$ cat config.mk
export PLATFORM = sky130hd
export DESIGN_NAME = logic_32_bit_seq
export DESIGN_NICKNAME = d
export VERILOG_FILES = /design/src/rtl/logic_32_bit_seq.sv
export SDC_FILE = /design/constraint.sdc
export NUM_CORES = 1
export LEC_CHECK = 0
export CAP_MARGIN = 20
export CORE_ASPECT_RATIO = 0.7
export CORE_MARGIN = 2
export CORE_UTILIZATION = 55
export CTS_CLUSTER_DIAMETER = 200
export CTS_CLUSTER_SIZE = 40
export DETAILED_ROUTE_END_ITERATION = 6
export PLACE_DENSITY = 0.89
export SLEW_MARGIN = 20
export SYNTH_ARGS = -nofsm -noshare
export SYNTH_HDL_FRONTEND = slang
export SYNTH_SLANG_ARGS = --single-unit
$ cat constraint.sdc
create_clock -name CLK -period 6.82 [get_ports CLK]
set_clock_uncertainty 0.2 [all_clocks]
set_input_delay 1.023 -clock CLK [delete_from_list [all_inputs] [get_ports CLK]]
set_output_delay 1.023 -clock CLK [all_outputs]
set_load 0.005 [all_outputs]
$ cat src/rtl/logic_32_bit_seq.sv
// Multi-cycle 32-bit bitwise logic unit (AND/OR/NOR/INV), one SLICE_W-bit slice per clock,
// with valid/ready handshakes on request and result sides and a registered ZERO flag.
module logic_32_bit_seq #(
  parameter int SLICE_W = 8
) (
  input  logic        CLK,
  input  logic        RST,
  input  logic        IN_VALID,
  output logic        IN_READY,
  input  logic [1:0]  OP,
  input  logic [31:0] A,
  input  logic [31:0] B,
  output logic        OUT_VALID,
  input  logic        OUT_READY,
  output logic [31:0] Y,
  output logic        ZERO
);

  localparam int NSLICE = 32 / SLICE_W;
  localparam int CW     = (NSLICE > 1) ? $clog2(NSLICE) : 1;
  localparam logic [CW-1:0] LAST_SLICE = CW'(NSLICE - 1);

  generate
    if (!((SLICE_W == 1) || (SLICE_W == 2) || (SLICE_W == 4) ||
          (SLICE_W == 8) || (SLICE_W == 16) || (SLICE_W == 32))) begin : g_bad_slice_w
      $error("logic_32_bit_seq: SLICE_W must be 1, 2, 4, 8, 16 or 32");
    end
  endgenerate

  typedef enum logic [1:0] {
    ST_IDLE = 2'b00,
    ST_BUSY = 2'b01,
    ST_DONE = 2'b10
  } state_t;

  state_t              state_q;
  logic [CW-1:0]       cnt_q;
  logic [1:0]          op_q;
  logic [31:0]         a_q;
  logic [31:0]         b_q;
  logic [31:0]         y_q;
  logic                zero_q;
  logic                out_valid_q;
  logic                in_ready_q;
  logic [SLICE_W-1:0]  slice_s;
  logic [31:0]         y_d;

  function automatic logic [SLICE_W-1:0] slice_op(input logic [1:0] op,
                                                  input logic [SLICE_W-1:0] a,
                                                  input logic [SLICE_W-1:0] b);
    logic [SLICE_W-1:0] r;
    case (op)
      2'b00:   r = a & b;
      2'b01:   r = a | b;
      2'b10:   r = ~(a | b);
      2'b11:   r = ~a;
      default: r = '0;
    endcase
    return r;
  endfunction

  // Result word with the current slice replaced by its freshly computed value.
  always_comb begin
    slice_s = slice_op(op_q, a_q[cnt_q*SLICE_W +: SLICE_W], b_q[cnt_q*SLICE_W +: SLICE_W]);
    y_d = y_q;
    y_d[cnt_q*SLICE_W +: SLICE_W] = slice_s;
  end

  // Control FSM plus all registered outputs; IN_READY comes up on the first edge after reset.
  always_ff @(posedge CLK or posedge RST) begin
    if (RST) begin
      state_q     <= ST_IDLE;
      cnt_q       <= '0;
      op_q        <= 2'b00;
      a_q         <= 32'h0000_0000;
      b_q         <= 32'h0000_0000;
      y_q         <= 32'h0000_0000;
      zero_q      <= 1'b0;
      out_valid_q <= 1'b0;
      in_ready_q  <= 1'b0;
    end else begin
      case (state_q)
        ST_IDLE: begin
          if (IN_VALID && in_ready_q) begin
            op_q       <= OP;
            a_q        <= A;
            b_q        <= B;
            y_q        <= 32'h0000_0000;
            cnt_q      <= '0;
            in_ready_q <= 1'b0;
            state_q    <= ST_BUSY;
          end else begin
            in_ready_q <= 1'b1;
          end
        end
        ST_BUSY: begin
          y_q <= y_d;
          if (cnt_q == LAST_SLICE) begin
            out_valid_q <= 1'b1;
            zero_q      <= (y_d == 32'h0000_0000);
            state_q     <= ST_DONE;
          end else begin
            cnt_q <= cnt_q + CW'(1);
          end
        end
        ST_DONE: begin
          // No bypass: a new request can only be taken from IDLE on a later edge.
          if (OUT_READY) begin
            out_valid_q <= 1'b0;
            in_ready_q  <= 1'b1;
            state_q     <= ST_IDLE;
          end else begin
            out_valid_q <= 1'b1;
          end
        end
        default: begin
          state_q     <= ST_IDLE;
          out_valid_q <= 1'b0;
          in_ready_q  <= 1'b0;
        end
      endcase
    end
  end

  assign IN_READY  = in_ready_q;
  assign OUT_VALID = out_valid_q;
  assign Y         = y_q;
  assign ZERO      = zero_q;

endmodule
==> load_flow_metrics.sql, run 1 <==
INSERT INTO impl_metrics (metric_group, metric, value, unit) VALUES
('logic_synthesis', 'synth.avg_cell_area', '12.1', 'um2'),
('clock_network', 'clock_tree_from_tritoncts', 'built', ''),
('worst_setup_path', 'worst-endpoint-arrival', '3510', 'ps'),
('detailed_routing', 'postRouteAntennaNets', '0', ''),
('logic_synthesis', 'share_of_synthesized_area_occupied_by_flip_flops_and_latches', '52.0', '%'),
('logic_synthesis', 'post-synth-top-count-cell', 'dfrtp_1', ''),
('layout', 'register_area', '2630', 'um2'),
('logic_synthesis', 'synthMuxAreaShare', '22.1', '%'),
('logic_synthesis', 'yosysTopAreaCellShare', '52.0', '%'),
('floorplan', 'initial_core_util', '56.2', '%'),
('worst_setup_path', 'critPathCaptureType', 'flip-flop', ''),
('worst_setup_path', 'length_in_cells_of_the_worst_reg_to_reg_path', '9', ''),
('logic_synthesis', 'synth_common_cells', '105 x dfrtp_1, 66 x mux2_2, 53 x nand2_1', ''),
('logic_synthesis', 'synth_compound_area_share', '11.5', '%'),
('logic_synthesis', 'netlist_instances', '416', ''),
('clock_network', 'htree_num_levels', '3', ''),
('logic_synthesis', 'number_of_enable_type_register_cells_in_the_synthesized_netlist', '0', ''),
('worst_hold_path', 'min-delay-start', 'b_q[29]', ''),
('power_and_ir_drop', 'p_per_area', '482', 'nW/um2'),
('global_routing', 'first_pass_grt_wire_length', '20400', 'um'),
('sta', 'layout_worst_path_cycle_share', '50.9', '%'),
('power_and_ir_drop', 'static-leakage-power', '2.65', 'nW'),
('worst_hold_path', 'min-delay-path-class', 'reg2reg', ''),
('layout', 'multi_input_area', '2330', 'um2'),
('layout', 'areaGrowthSynthToFinish', '29.3', '%'),
('detailed_routing', 'dr_drc_count', '0', ''),
('sta', 'worst_max_slew_pin_slew', '1020', 'ps'),
('logic_synthesis', 'yosys-top-cells-area', 'dfrtp_1 52%, mux2_2 15%, mux4_2 6.7%', ''),
('global_routing', 'via_count_of_the_first_global_routing_pass', '4049', ''),
('placement', 'gp_congestion', '0.856', ''),
('floorplan', 'design.core.area', '9000', 'um2'),
('power_and_ir_drop', 'finalPower', '3.15', 'mW'),
('sta', 'totalNegativeSetupSlack', '0', 'ps'),
('worst_setup_path', 'r2r_slack', '3350', 'ps'),
('clock_network', 'post_cts_buffers', '0', ''),
('sta', 'final_max_slew_viol_count', '0', ''),
('logic_synthesis', 'combinational_family_with_the_most_area_after_synthesis', 'multiplexers', ''),
('floorplan', 'top_level_ports', '105', ''),
('sta', 'rsz0062_at_grt', 'no', ''),
('clock_network', 'clock_latency', '350', 'ps'),
('clock_network', 'cts_made_buffers', '9', ''),
('global_routing', 'grt_start_max_net_pins', '68', ''),
('run', 'cap_viol_max_count', '0', ''),
('worst_setup_path', 'timing.critical_path.from_type', 'flip-flop', ''),
('worst_setup_path', 'timing.rr.start', 'cnt_q[1]', ''),
('logic_synthesis', 'ys_seq_elements', '105', ''),
('power_and_ir_drop', 'irDropWorstVdd', '0.196', 'mV'),
('detailed_routing', 'vias', '3843', ''),
('logic_synthesis', 'synthXorXnorAreaFrac', '0', '%'),
('layout', 'drive_above_1_share', '21.7', '%'),
('layout', 'nFillCells', '616', ''),
('global_routing', 'total_routing_usage_gr', '26.3', '%'),
('sta', 'timing.slew.headroom', '32.2', '%'),
('clock_network', 'post_cts.resized_instances', '0', ''),
('logic_synthesis', 'synth_flop_cell', 'dfrtp_1', ''),
('detailed_routing', 'routed_wirelength', '12500', 'um'),
('logic_synthesis', 'yosys.area_share.simple', '9.11', '%'),
('detailed_routing', 'router_iterations_before_antenna_repair', '4', ''),
('placement', 'hpwl', '8740', 'um'),
('logic_synthesis', 'synth-async-reset-ratio', '100', '%'),
('sta', 'period_needed', '3470', 'ps'),
('status', 'run_status', 'completed', ''),
('logic_synthesis', 'synthesis.area', '5050', 'um2'),
('global_routing', 'grt_antenna_before_repair', '0', ''),
('floorplan', 'die-height', '84.2', 'um'),
('clock_network', 'hold_buffer_count_at_cts', '0', ''),
('floorplan', 'die_x', '119', 'um'),
('clock_network', 'cts.root.buffer_cell', 'clkbuf_16', ''),
('worst_setup_path', 'required', '6860', 'ps'),
('sta', 'final-setup-viol-count', '0', ''),
('floorplan', 'core.rowCount', '29', '');
## power by group
part	leakage (nW)	internal [mW]	switching [mW]
clock	0.158	0.355	0.230
sequential	1.31	0.875	0.190
combinational	1.18	0.705	0.792
## critical path: stages, from the launching register on
cell and delay, ps:
dfrtp_1 1010, inv_1 210, ha_1 440, nand2_1 90, nor3_1 620, o22ai_1 200
a211oi_1 340, nor4_2 70, nand3_1 110, o31ai_2 80
## worst min path at each step
stage | endpoint | slack [ps] | depth (start not counted)
after global routing | a_q[27] | 320 | 1
after floorplan | b_q[8] | 270 | 1
after global placement | a_q[24] | 280 | 1
after CTS | b_q[29] | 310 | 1
after detailed placement | b_q[23] | 290 | 1
final | b_q[29] | 300 | 1
## sequential cells by signal (all words and copies together) (netlist names)
signal,cells
Y,32
a_q,32
b_q,32
cnt_q,2
op_q,2
state_q,2
IN_READY,1
OUT_VALID,1
ZERO,1
## placed cells by master, fill, tap and decap left out, types with 4 or more instances in the layout
cell,n
a21oi_1,17
nor2_1,8
o21ai_1,7
ha_1,10
dfrtp_1,105
clkbuf_16,9
nand2_1,53
clkdlybuf4s50_1,104
o21ai_0,40
mux4_2,15
nand3_1,5
nor3_1,9
mux2_2,66
inv_1,6
a21oi_2,4
a211oi_1,7
nor4_1,8
## final cells by class
type                            count  share of cell area (%)
Sequential cell                   105                    40.2
Tap cell                          124                    2.37
Inverter                            8                   0.498
Clock buffer                        9                    3.45
Multi-Input combinational cell    288                    35.7
Clock inverter                      5                    1.63
Timing Repair Buffer              106                    16.2
## layer usage
layer  track usage, %  vias to the layer above  part of all wire, %
met2             40.9                      194                   47
met3             8.42                       27                  8.8
li1                 -                     1741                    -
met4             8.23                        0                  1.9
met1             35.8                     1881                   43
met5                0                        -                    0
## metrics by stage
stage,setup slack [ps],instances,instance area (um2)
6_report,3350,645,6540
5_1_grt,3040,645,6540
4_1_cts,3350,645,6540
3_5_place_dp,3010,631,6200
3_3_place_gp,3180,631,6200
2_1_floorplan,2840,416,5050
## kinds of logic (layout without fill, tap and decap cells)
| logic type | count (synthesis) | count (layout) |
|---|---|---|
| muxes | 83 | 83 |
| buffers and inverters | 23 | 128 |
| DFF | 105 | 105 |
| adders and majority gates | 13 | 13 |
| and+or+nand+nor | 98 | 98 |
| AOI/OAI and AO/OA | 94 | 94 |
(Power assumes the default switching activity.)
==> run 2: changes to the inputs <==
--- a/config.mk
+++ b/config.mk
@@ -8,11 +8,11 @@
 export CAP_MARGIN = 20
 export CORE_ASPECT_RATIO = 0.7
 export CORE_MARGIN = 2
-export CORE_UTILIZATION = 55
+export CORE_UTILIZATION = 51
 export CTS_CLUSTER_DIAMETER = 200
 export CTS_CLUSTER_SIZE = 40
 export DETAILED_ROUTE_END_ITERATION = 6
-export PLACE_DENSITY = 0.89
+export PLACE_DENSITY = 0.84
 export SLEW_MARGIN = 20
 export SYNTH_ARGS = -nofsm -noshare
 export SYNTH_HDL_FRONTEND = slang
==> constraint.sdc (replaced) <==
create_clock -name CLK -period 3.62 [get_ports CLK]
set_clock_uncertainty 0.2 [all_clocks]
set_input_delay 0.543 -clock CLK [delete_from_list [all_inputs] [get_ports CLK]]
set_output_delay 0.543 -clock CLK [all_outputs]
set_load 0.005 [all_outputs]
==> run 2 against run 1 <==
- fmax up 13%
- die area up 7.5%
- worst setup slack worse by 2800 ps
- cell area up 0.98%
- power up 86%
- first-iteration DRC count down 18%
- critical path depth down 1
- register-to-register slack worse by 2800 ps
- sequential share of layout area down 0.39 points
- critical path type unchanged
- largest power group unchanged
==> load_flow_metrics.sql, run 2 (synthesis gave the netlist of run 1 again) <==
INSERT INTO impl_metrics (metric_group, metric, value, unit) VALUES
('detailed_routing', 'dr_drc_count', '0', ''),
('layout', 'design.final.nets', '604', ''),
('floorplan', 'core.rowCount', '30', ''),
('clock_network', 'hold_buffer_count_at_cts', '0', ''),
('detailed_routing', 'avgRoutedWirePerCell', '18.7', 'um'),
('worst_setup_path', 'timing.rr.start', 'cnt_q[0]', ''),
('clock_network', 'clk_pin_slew', '70', 'ps'),
('sta', 'rsz0062_at_grt', 'no', ''),
('clock_network', 'cts_made_buffers', '9', ''),
('worst_setup_path', 'worst-endpoint-arrival', '3130', 'ps'),
('clock_network', 'clock_sinks', '105', ''),
('sta', 'totalNegativeSetupSlack', '0', 'ps'),
('detailed_routing', 'route.detailed.vias_per_inst', '5.94', ''),
('clock_network', 'clockBufferDepth', '2', ''),
('power_and_ir_drop', 'p_per_area', '889', 'nW/um2'),
('floorplan', 'top_level_ports', '105', ''),
('run', 'cap_viol_max_count', '0', ''),
('layout', 'drive_above_1_share', '22.9', '%'),
('sta', 'layout_worst_path_cycle_share', '84.7', '%'),
('layout', 'areaGrowthSynthToFinish', '30.6', '%'),
('clock_network', 'post_cts.resized_instances', '0', ''),
('worst_setup_path', 'cp.buffers_inverters', '1', ''),
('sta', 'timing.slew.headroom', '49.9', '%'),
('clock_network', 'htree_num_levels', '3', ''),
('floorplan', 'initial_core_util', '52.4', '%'),
('worst_setup_path', 'crit_path_max_fanout', '20', ''),
('placement', 'gp_congestion', '0.853', ''),
('sta', 'final-setup-viol-count', '0', ''),
('global_routing', 'via_count_of_the_first_global_routing_pass', '3822', ''),
('placement', 'placement.io_buffers', '104', ''),
('worst_setup_path', 'cp_top_family', 'compound AO/OA/AOI/OAI gates', ''),
('worst_setup_path', 'required', '3680', 'ps'),
('layout', 'antenna_cells', '0', ''),
('floorplan', 'design.core.area', '9650', 'um2'),
('detailed_routing', 'postRouteAntennaNets', '0', ''),
('power_and_ir_drop', 'static-leakage-power', '2.69', 'nW'),
('clock_network', 'cts.root.buffer_cell', 'clkbuf_16', ''),
('layout', 'commonest_non_fill_non_tap_cell_in_the_layout', 'dfrtp_1', ''),
('detailed_routing', 'routed_wirelength', '12300', 'um'),
('power_and_ir_drop', 'irDropWorstVdd', '0.428', 'mV'),
('sta', 'worst_max_slew_pin_slew', '749', 'ps'),
('worst_setup_path', 'timing_worst_setup_path_type', 'reg2reg', ''),
('worst_setup_path', 'timing.critical_path.from_type', 'flip-flop', ''),
('floorplan', 'die_area', '10700', 'um2'),
('sta', 'achievable-frequency', '326', 'MHz'),
('floorplan', 'die-height', '87.3', 'um'),
('global_routing', 'grt_antenna_before_repair', '0', ''),
('sta', 'final_max_slew_viol_count', '0', ''),
('worst_setup_path', 'critPathCaptureType', 'flip-flop', ''),
('detailed_routing', 'dr.first_iter.drc_count', '326', ''),
('detailed_routing', 'router_iterations_before_antenna_repair', '5', ''),
('layout', 'top_library_cells_by_usage_in_the_layout_fill_and_taps_aside', '105 x dfrtp_1, 104 x clkdlybuf4s50_1, 66 x mux2_2', ''),
('worst_setup_path', 'r2r_slack', '550', 'ps'),
('sta', 'timing.final.hold_violations', '0', ''),
('worst_setup_path', 'worstSetupStartpoint', 'cnt_q[0]', ''),
('placement', 'hpwl', '8880', 'um'),
('global_routing', 'grt_start_max_net_pins', '58', ''),
('layout', 'final_core_utilization', '68.4', '%'),
('worst_setup_path', 'rr_endpoint', 'ZERO', ''),
('clock_network', 'clock_latency', '350', 'ps'),
('placement', 'dp_cells', '641', ''),
('clock_network', 'clock_tree_from_tritoncts', 'built', ''),
('worst_setup_path', 'path_cells', 'buf_12, mux4_2, a21oi_1, a2bb2oi_1, nand4_1, o21ai_1, nand3_1, o31ai_2', ''),
('detailed_routing', 'vias', '3905', ''),
('power_and_ir_drop', 'finalPower', '5.86', 'mW'),
('status', 'run_status', 'completed', ''),
('worst_setup_path', 'slowest_cell_on_the_critical_path', 'a2bb2oi_1', ''),
('sta', 'period_needed', '3070', 'ps'),
('detailed_routing', 'drt-met1-wl', '5320', 'um'),
('worst_setup_path', 'length_in_cells_of_the_worst_reg_to_reg_path', '8', ''),
('worst_setup_path', 'max_stage_delay', '650', 'ps'),
('detailed_routing', 'dr_wl_met2', '5810', 'um'),
('floorplan', 'die_x', '123', 'um'),
('detailed_routing', 'top_signal_layer_used', 'met4', ''),
('global_routing', 'first_pass_grt_wire_length', '19600', 'um'),
('sta', 'finalHoldWorstSlack', '290', 'ps'),
('global_routing', 'grt_remaining_overflow', '0', ''),
('layout', 'final-instance-count-excl-fill', '657', ''),
('clock_network', 'post_cts_buffers', '0', ''),
('worst_hold_path', 'min-delay-path-class', 'in2async', ''),
('global_routing', 'total_routing_usage_gr', '24.1', '%'),
('detailed_routing', 'wl_met3', '1020', 'um');
[run 2: changes by cell type in the layout (fill, tap and decap cells not counted), sizes merged]
cell / previous run / this run
clkinv: 2 / 5
bufinv: 3 / 2
buf: 2 / 8
[run 2: layout make-up]
type	count	area, um2
clock buffers	9	225
clock inverters	7	95.1
fillers	703	3050
inverters	8	32.5
multi-input cells	288	2330
flip-flops and latches	105	2630
well taps	128	160
repair buffers	112	1130
[run 2: worst register-to-register path, cell delays in order (launching register included)]
cell and delay, ps:
dfrtp_1 470, buf_12 240, mux4_2 580, a21oi_1 220, a2bb2oi_1 650, nand4_1 180
o21ai_1 160, nand3_1 90, o31ai_2 190
[run 2: worst max-delay path by stage]
stage,end,cells past startpoint
3_5_place_dp,ZERO,8
6_report,ZERO,8
5_1_grt,ZERO,8
3_3_place_gp,ZERO,8
2_1_floorplan,IN_READY,1
4_1_cts,ZERO,8
[run 2: routing by layer]
layer | up-vias | GRT usage [%]
li1 | 1746 | -
met1 | 1940 | 33.9
met2 | 202 | 38.1
met3 | 17 | 5.56
met4 | 0 | 6.40
met5 | - | 0
[run 2: power breakdown]
group	total [mW]	internal, mW	switching, mW	leakage [nW]
Combinational	2.85	1.35	1.50	1.22
Sequential	1.97	1.65	0.318	1.31
Clock	1.04	0.606	0.438	0.155
[run 2: stage by stage]
step	worst slack, ps	area, um2
floorplan	116	5050
global placement	768	6280
detailed placement	628	6280
CTS	605	6600
global route	390	6600
finish	552	6600
==> run 3: changes to the inputs <==
--- a/config.mk
+++ b/config.mk
@@ -8,11 +8,11 @@
 export CAP_MARGIN = 20
 export CORE_ASPECT_RATIO = 0.7
 export CORE_MARGIN = 2
-export CORE_UTILIZATION = 51
+export CORE_UTILIZATION = 46
 export CTS_CLUSTER_DIAMETER = 200
 export CTS_CLUSTER_SIZE = 40
 export DETAILED_ROUTE_END_ITERATION = 6
-export PLACE_DENSITY = 0.84
+export PLACE_DENSITY = 0.8
 export SLEW_MARGIN = 20
 export SYNTH_ARGS = -nofsm -noshare
 export SYNTH_HDL_FRONTEND = slang
==> constraint.sdc (replaced) <==
create_clock -name CLK -period 2.6 [get_ports CLK]
set_clock_uncertainty 0.2 [all_clocks]
set_input_delay 0.39 -clock CLK [delete_from_list [all_inputs] [get_ports CLK]]
set_output_delay 0.39 -clock CLK [all_outputs]
set_load 0.005 [all_outputs]
==> run 3 against run 2 <==
- non-clock buffer count is 18 higher
- flip-flop and latch count stayed put
- critical path depth is the same
- first-iteration DRC count is 25% higher
- power increased by 46%
- global-route usage down 1.6 points
- critical endpoint unchanged
- highest routed layer unchanged
==> load_flow_metrics.sql, run 3 (synthesis gave the netlist of run 1 again) <==
INSERT INTO impl_metrics (metric_group, metric, value, unit) VALUES
('worst_setup_path', 'timing.critical_path.from_type', 'flip-flop', ''),
('worst_setup_path', 'cp_top_family', 'multiplexers', ''),
('power_and_ir_drop', 'irDropWorstVdd', '0.550', 'mV'),
('floorplan', 'die-height', '91.7', 'um'),
('global_routing', 'first_pass_grt_wire_length', '20600', 'um'),
('placement', 'gp_congestion', '0.866', ''),
('sta', 'final-setup-viol-count', '0', ''),
('placement', 'placement.io_buffers', '104', ''),
('layout', 'final-instance-count-excl-fill', '695', ''),
('global_routing', 'total_routing_usage_gr', '22.5', '%'),
('detailed_routing', 'dr_drc_count', '0', ''),
('sta', 'layout_worst_path_cycle_share', '97.4', '%'),
('floorplan', 'die_area', '11900', 'um2'),
('power_and_ir_drop', 'finalPower', '8.55', 'mW'),
('worst_setup_path', 'r2r_slack', '70', 'ps'),
('layout', 'register_area', '2630', 'um2'),
('clock_network', 'cts_made_buffers', '9', ''),
('worst_setup_path', 'crit_path_max_fanout', '7', ''),
('layout', 'top_library_cells_by_usage_in_the_layout_fill_and_taps_aside', '104 x dfrtp_1, 104 x clkdlybuf4s50_1, 66 x mux2_2', ''),
('layout', 'areaGrowthSynthToFinish', '35.0', '%'),
('worst_setup_path', 'worstSetupStartpoint', 'cnt_q[0]', ''),
('layout', 'nFillCells', '800', ''),
('clock_network', 'clock_sinks', '105', ''),
('detailed_routing', 'vias', '4007', ''),
('worst_hold_path', 'min-delay-path-class', 'in2async', ''),
('sta', 'worst_max_slew_pin_slew', '591', 'ps'),
('global_routing', 'grt_antenna_before_repair', '0', ''),
('clock_network', 'hold_buffer_count_at_cts', '0', ''),
('worst_setup_path', 'length_in_cells_of_the_worst_reg_to_reg_path', '8', ''),
('worst_setup_path', 'path_cells', 'clkbuf_16, mux4_2, maj3_2, a21oi_2, nand2_1, o22ai_1, nand3_1, o31ai_2', ''),
('clock_network', 'htree_num_levels', '3', ''),
('detailed_routing', 'postRouteAntennaNets', '0', ''),
('detailed_routing', 'dr.first_iter.drc_count', '408', ''),
('floorplan', 'design.core.area', '10500', 'um2'),
('sta', 'rsz0062_at_grt', 'yes', ''),
('run', 'cap_viol_max_count', '0', ''),
('worst_setup_path', 'critical_path.endpoint', 'ZERO', ''),
('floorplan', 'core.rowCount', '31', ''),
('detailed_routing', 'route.detailed.vias_per_inst', '5.77', ''),
('sta', 'period_needed', '2530', 'ps'),
('floorplan', 'top_level_ports', '105', ''),
('clock_network', 'cts.root.buffer_cell', 'clkbuf_16', ''),
('worst_setup_path', 'required', '2660', 'ps'),
('clock_network', 'clock_latency', '340', 'ps'),
('sta', 'timing.final.ws_setup', '68.6', 'ps'),
('layout', 'final_core_utilization', '64.9', '%'),
('layout', 'multi_input_area', '2360', 'um2'),
('status', 'run_status', 'completed', ''),
('placement', 'dp_slack', '84.5', 'ps'),
('sta', 'achievable-frequency', '395', 'MHz'),
('clock_network', 'clockBufferDepth', '2', ''),
('sta', 'final_max_slew_viol_count', '0', ''),
('worst_setup_path', 'slowest_cell_on_the_critical_path', 'mux4_2', ''),
('sta', 'timing.slew.headroom', '60.5', '%'),
('worst_setup_path', 'worst-endpoint-arrival', '2590', 'ps'),
('floorplan', 'die_x', '129', 'um'),
('floorplan', 'initial_core_util', '48.1', '%'),
('clock_network', 'clock_tree_from_tritoncts', 'built', ''),
('placement', 'dp_cells', '675', ''),
('worst_setup_path', 'worstSetupPathDepth', '8', ''),
('power_and_ir_drop', 'p_per_area', '1250', 'nW/um2'),
('detailed_routing', 'routed_wirelength', '13000', 'um'),
('placement', 'area_of_placed_instances', '6450', 'um2'),
('worst_setup_path', 'critPathCaptureType', 'flip-flop', ''),
('global_routing', 'grt_start_max_net_pins', '67', ''),
('worst_setup_path', 'timing_worst_setup_path_type', 'reg2reg', ''),
('sta', 'totalNegativeSetupSlack', '0', 'ps'),
('clock_network', 'clk_pin_slew', '70', 'ps'),
('worst_setup_path', 'max_stage_delay', '560', 'ps'),
('sta', 'timing.final.hold_violations', '0', ''),
('layout', 'layout.cell_area.non_filler', '6820', 'um2'),
('sta', 'finalHoldWorstSlack', '259', 'ps'),
('placement', 'hpwl', '9680', 'um'),
('layout', 'design.final.nets', '622', ''),
('worst_setup_path', 'cp.buffers_inverters', '1', ''),
('worst_setup_path', 'timing.rr.start', 'cnt_q[0]', ''),
('layout', 'antenna_cells', '0', ''),
('detailed_routing', 'router_iterations_before_antenna_repair', '5', ''),
('power_and_ir_drop', 'static-leakage-power', '2.77', 'nW'),
('detailed_routing', 'avgRoutedWirePerCell', '18.7', 'um'),
('global_routing', 'via_count_of_the_first_global_routing_pass', '4007', ''),
('worst_setup_path', 'rr_endpoint', 'ZERO', ''),
('global_routing', 'grt_remaining_overflow', '0', ''),
('layout', 'drive_above_1_share', '26.7', '%');
[run 3: report_power, final]
| group | switching (mW) | total, mW | internal (mW) |
|---|---|---|---|
| registers | 0.444 | 2.74 | 2.30 |
| logic | 2.25 | 4.51 | 2.26 |
| clock network | 0.615 | 1.30 | 0.688 |
| total | 3.31 | 8.55 | 5.24 |
[run 3: how the worst min path moves through the flow]
stage,end,startpoint,cells past startpoint,slack [ps]
finish,b_q[17],RST,2,260
global route,b_q[10],RST,2,320
floorplan,b_q[8],b_q[8],1,270
detailed placement,b_q[16],b_q[16],1,290
global placement,b_q[24],b_q[24],1,280
CTS,b_q[10],RST,2,270
[run 3: metal layers]
metal | share of wire [%] | global-route usage (%)
met1 | 44 | 31.9
met2 | 47 | 34.9
met3 | 7.8 | 5.72
met4 | 1.4 | 5.43
met5 | 0 | 0
[run 3: layout make-up]
class | instances | share of cell area (%)
tap | 148 | 2.71
multi-input combinational | 288 | 34.6
clock inverter | 6 | 0.752
timing repair buffer | 130 | 19.4
inverter | 8 | 0.550
sequential | 105 | 38.5
clock buffer | 10 | 3.50
[run 3: worst reg2reg max path, stage by stage, from the launching register on]
cell and delay (ps):
dfrtp_2 430, clkbuf_16 190, mux4_2 560, maj3_2 330, a21oi_2 180, nand2_1 120
o22ai_1 150, nand3_1 110, o31ai_2 170
[run 3: repair_timing]
item                                    4_1_cts  5_1_grt
buffers inserted                              0        3
resized for setup                             0        8
endpoints found under the setup margin        0        1
